File: config.mk
export PLATFORM = sky130hd
export DESIGN_NAME = shift_add_mult_datapath
export DESIGN_NICKNAME = d
export VERILOG_FILES = /design/src/rtl/shift_add_mult_datapath.sv
export SDC_FILE = /design/constraint.sdc
export NUM_CORES = 1
export LEC_CHECK = 0
export BUFFER_PORTS_ARGS = -buffer_cell sky130_fd_sc_hd__buf_2
export CAP_MARGIN = 20
export CORE_MARGIN = 2
export CORE_UTILIZATION = 38
export DETAILED_ROUTE_END_ITERATION = 8
export GPL_TIMING_DRIVEN = 0
export PLACE_DENSITY = 0.83
export SLEW_MARGIN = 20
export SYNTH_ARGS = -nofsm -noshare
export SYNTH_HDL_FRONTEND = slang
export SYNTH_SLANG_ARGS = --single-unit
File: constraint.sdc
create_clock -name clk -period 2.15 [get_ports clk]
set_input_delay 0.3225 -clock clk [delete_from_list [all_inputs] [get_ports clk]]
set_output_delay 0.3225 -clock clk [all_outputs]
set_load 0.01 [all_outputs]
File: src/rtl/shift_add_mult_datapath.sv
// Datapath for a sequential shift-and-add unsigned multiplier: A shifts left, B shifts right,
// P accumulates A whenever the controller sees B[0] set. Sequencing lives in an external controller.
module shift_add_mult_datapath #(
  parameter int N = 4
) (
  input  logic           clk,
  input  logic           clr,
  input  logic [N-1:0]   a_in,
  input  logic [N-1:0]   b_in,
  input  logic           en_a,
  input  logic           ld_shift_a,
  input  logic           en_b,
  input  logic           ld_shift_b,
  input  logic           en_p,
  input  logic           ld_add_p,
  output logic [2*N-1:0] p_out,
  output logic           zero,
  output logic           lsb_b,
  output logic [2*N-1:0] p,
  output logic [2*N-1:0] a,
  output logic [2*N-1:0] a_shift,
  output logic [2*N-1:0] p_add,
  output logic [N-1:0]   b,
  output logic [N-1:0]   b_shift
);

  logic [2*N-1:0] a_reg;
  logic [N-1:0]   b_reg;
  logic [2*N-1:0] p_reg;

  // Next-value buses are built only from pre-edge register contents, so all
  // three registers can update together in one step cycle.
  assign a_shift = {a_reg[2*N-2:0], 1'b0};
  assign b_shift = {1'b0, b_reg[N-1:1]};
  assign p_add   = p_reg + a_reg;

  always_ff @(posedge clk or negedge clr) begin
    if (!clr) begin
      a_reg <= '0;
    end else if (en_a) begin
      a_reg <= ld_shift_a ? a_shift : {{N{1'b0}}, a_in};
    end
  end

  always_ff @(posedge clk or negedge clr) begin
    if (!clr) begin
      b_reg <= '0;
    end else if (en_b) begin
      b_reg <= ld_shift_b ? b_shift : b_in;
    end
  end

  always_ff @(posedge clk or negedge clr) begin
    if (!clr) begin
      p_reg <= '0;
    end else if (en_p) begin
      p_reg <= ld_add_p ? p_add : '0;
    end
  end

  assign zero  = (b_reg == '0);
  assign lsb_b = b_reg[0];
  assign p_out = p_reg;
  assign p     = p_reg;
  assign a     = a_reg;
  assign b     = b_reg;

endmodule

Word-level counts from Yosys, hierarchy flattened --
Cells that the tools add are included.
Cells by class: add/sub/neg operators 1, mux-type cells 3, reductions and logical operators 1
Operators with widths (count):
- $mux 8 | 2
- $add 8x8->8 | 1
- $logic_not 4->1 | 1
- $mux 4 | 1
Storage, ports and cells: bits in registers 20, input port bits 16, logic and storage cells 8

Longest topological paths before layout --
depth in word-level cells 2, depth in mapped cells 7

Worst setup path before layout --
No wires, ideal clock.
path type flip-flop to output port, from reg a_reg[0], in the netlist a[0], to out p_add[6], arrival 1.852 ns, setup slack -0.024 ns, cell stages (with the launch flop) 7, buffers on the path 0, cells stage by stage dfrtp_1 > ha_1 > fa_1 > a21o_1 > a21oi_1 > o211ai_1 > xor2_1
Between the ends: longest elaborated chain between the ends 1
RTL lines:
- start: declaration | RTL line 27 | logic [2*N-1:0] a_reg;
- start signal: assignment | RTL line 41 | a_reg <= ld_shift_a ? a_shift : {{N{1'b0}}, a_in};
- $add 8x8->8 | RTL line 35 | assign p_add = p_reg + a_reg;
- end: declaration | RTL line 22 | output logic [2*N-1:0] p_add,
No other way between the ends.

Worst setup path after layout --
from reg a_reg[1], in the netlist a[1], to out p_add[7]
Same word-level chain as after synthesis.

==> impl_metrics.ini <==
[cells_and_area]
postLayoutCoreUtil_pct = 57.9
fill_cells = 304
finalNetCount = 247
drive_gt1_share_pct = 53.6
area_growth_pct = 47.4
multi_input_area_um2 = 662
layout.area.seq_um2 = 508
antenna_cells = 0

[detailed_routing]
drtIter0Drc = 22
antenna_left = 0
routedWlPerCell_um = 13.3
vias_per_cell = 4.84
vias = 1297
drc_errors = 0
drt-pass1-iter-count = 4
routed_wl_um = 3560

[setup_path]
ff2ff_setup_slack_ns = 0.07
crit_type = flip-flop to output pin
startpoint_type = flip-flop
worstSetupEndpointType = output pin
arrival_ns = 2.13
critPathMaxFanout = 3
cp_data_required_time_ns = 1.83

[yosys]
synth_xor_area_share_pct = 4.04
synth_cell_types = 30
muxShareOfSynthArea_pct = 4.62
syn_inst = 141
synth_compound_area_share_pct = 16.0
yosys.area.top_type = dfrtp_1
synth_top_area_share_pct = 38.5
synth_fa_ha_area_share_pct = 8.28
yosys-top-cells-area = dfrtp_1 38%, buf_4 12%, ha_1 6.7%
synth.avg_cell_area_um2 = 9.22
netlist_area_um2 = 1300
synth_seq_area_share_pct = 38.5
synth_top_family_by_area = buffers and inverters
synth-simple-area-share_pct = 11.0
ys_seq_elements = 20
yosys_warnings = 0

[sta]
fin_crit_sh_pct = 114
clock.fmax_mhz = 408
final-setup-viol-count = 4
min_period_ns = 2.45
hold_viol_final = 0
hold_slack_ns = 0.262
finalSetupTns_ns = -0.781
maxSlewViolCount = 0
rsz0062_at_grt = yes
finalClockSkew_ns = 0.00910
finalWorstSetupSlack_ns = -0.299

[run]
cap_violations = 0

[clock_network]
cts_buffers = 3
cts_sinks = 20
max-clock-path-buffers = 2
htreeDepth = 1
clk_latency_ns = 0.32
cts_root_buffer = clkbuf_4
path_clk_slew_ns = 0.12
cts_tree = yes

[pwr]
p_leak_uw = 0.00102
p_per_area_nw_per_um2 = 929
peakVddDrop_uv = 528
p_total_uw = 1780

[floorplan]
fp-row-count = 21
dieArea_um2 = 3910
die-width_um = 62.5
initial_core_util_pct = 39.3
ios = 66
die_h_um = 62.5
core-area_um2 = 3310

[global_route]
antenna_found_initial = 0
grt_use_total_pct = 19.0
grt_pass1_vias = 1318
grt_max_degree = 21
gr-total-overflow = 0
grt_pass1_wl_um = 5920

[status]
failed_checks = negative setup slack
outcome = finished, violations left

[placed_design]
place_congestion = 0.832
portBuffers = 60
place_ws_ns = -0.115
hpwlAfterDp_um = 2320

[min_path]
hp-class = input port to flip-flop
-- metal layers --
metal  share of wire, %  GRT usage [%]  routed length (um)
met5                  0              0                   0
met4                2.7           9.17                  95
met3                5.9           4.32                 211
met2                 52           34.8                1860
met1                 39           20.4                1390
-- power breakdown --
group	total (uW)	internal [uW]	switching (uW)
Combinational	1010	514	491
Sequential	542	450	92.4
Clock	231	104	128
Total	1780	1070	711
-- synth_stat cells --
| cell | n |
|---|---|
| dfrtp_1 | 20 |
| a31o_1 | 1 |
| o211ai_2 | 1 |
| o21ai_0 | 13 |
| nand2_1 | 3 |
| ha_1 | 7 |
| nor4_1 | 1 |
| nor2_1 | 7 |
| nand2b_1 | 1 |
| nor4b_1 | 1 |
| buf_4 | 21 |
| nor2b_1 | 2 |
| nand4_1 | 1 |
| o31ai_1 | 1 |
| xnor2_1 | 3 |
| a311o_1 | 1 |
| fa_1 | 1 |
| a21oi_1 | 9 |
| o21ai_2 | 1 |
| o211ai_1 | 1 |
| mux2i_1 | 6 |
| a22oi_1 | 1 |
| xor2_1 | 3 |
| nand3b_1 | 2 |
| nand3_1 | 10 |
| conb_1 | 1 |
| a21o_1 | 3 |
| a211oi_2 | 1 |
| clkbuf_1 | 5 |
| inv_1 | 13 |
-- kinds of logic after synthesis --
| kind of cell | Yosys count |
|---|---|
| buffers and inverters | 39 |
| multiplexers | 6 |
| flip-flops | 20 |
| AO/OA/AOI/OAI | 33 |
| AND/OR/NAND/NOR | 28 |
| adder cells (fa/ha/maj) | 8 |
| XOR/XNOR | 6 |
| other | 1 |
-- path summary, 6_finish.rpt --
kind,start,endpoint,cells after the start
min in group asynchronous,clr,b[2],2
setup reg to reg,p[6],p[7],7
hold reg to reg,p[5],p[5],2
setup / recovery,a[1],p_add[7],7
max in group asynchronous,clr,p[1],2
hold / removal,b_in[3],b[3],3
-- cells in the final DEF (no fill, tap or decap), types with 2 or more instances in the layout --
| cell | instances |
|---|---|
| dfrtp_2 | 6 |
| ha_4 | 4 |
| a21o_1 | 3 |
| o21ai_0 | 13 |
| buf_2 | 60 |
| clkbuf_4 | 3 |
| xor2_2 | 2 |
| nor2_1 | 7 |
| nand3b_1 | 2 |
| clkbuf_1 | 5 |
| a21oi_1 | 8 |
| conb_1 | 2 |
| mux2i_1 | 6 |
| ha_1 | 3 |
| nand2_1 | 3 |
| dfrtp_1 | 14 |
| nor2b_1 | 2 |
| buf_4 | 35 |
| xnor2_1 | 3 |
| inv_1 | 13 |
| nand3_1 | 10 |
-- critical path, stage by stage, from the launching register on --
cell and delay (ns):
dfrtp_2 0.43, ha_1 0.34, a211oi_2 0.26, o21ai_2 0.12, o31ai_2 0.23, nand2b_4 0.18
xnor2_1 0.11, buf_2 0.14
-- metrics by stage --
step                      instance area, um2  cells
after floorplan                         1310    142
after global placement                  1670    248
after detailed placement                1670    248
after CTS                               1890    266
after global routing                    1920    268
final                                   1920    268
-- repair_timing --
item,in CTS,in global routing
resized for setup,11,5
pin swaps,9,0
cloned,0,0
setup endpoints to repair,5,5
buffers inserted,13,2
endpoints found under the hold margin,20,0
hold buffers,1,0
-- layout make-up --
| class | instances | area share, % |
|---|---|---|
| multi-input cells | 83 | 34.6 |
| well taps | 46 | 3.00 |
| repair buffers | 76 | 22.3 |
| plain buffers | 26 | 9.21 |
| clock buffers | 4 | 1.89 |
| inverters | 13 | 2.55 |
| flip-flops and latches | 20 | 26.5 |
(Power assumes the default switching activity.)
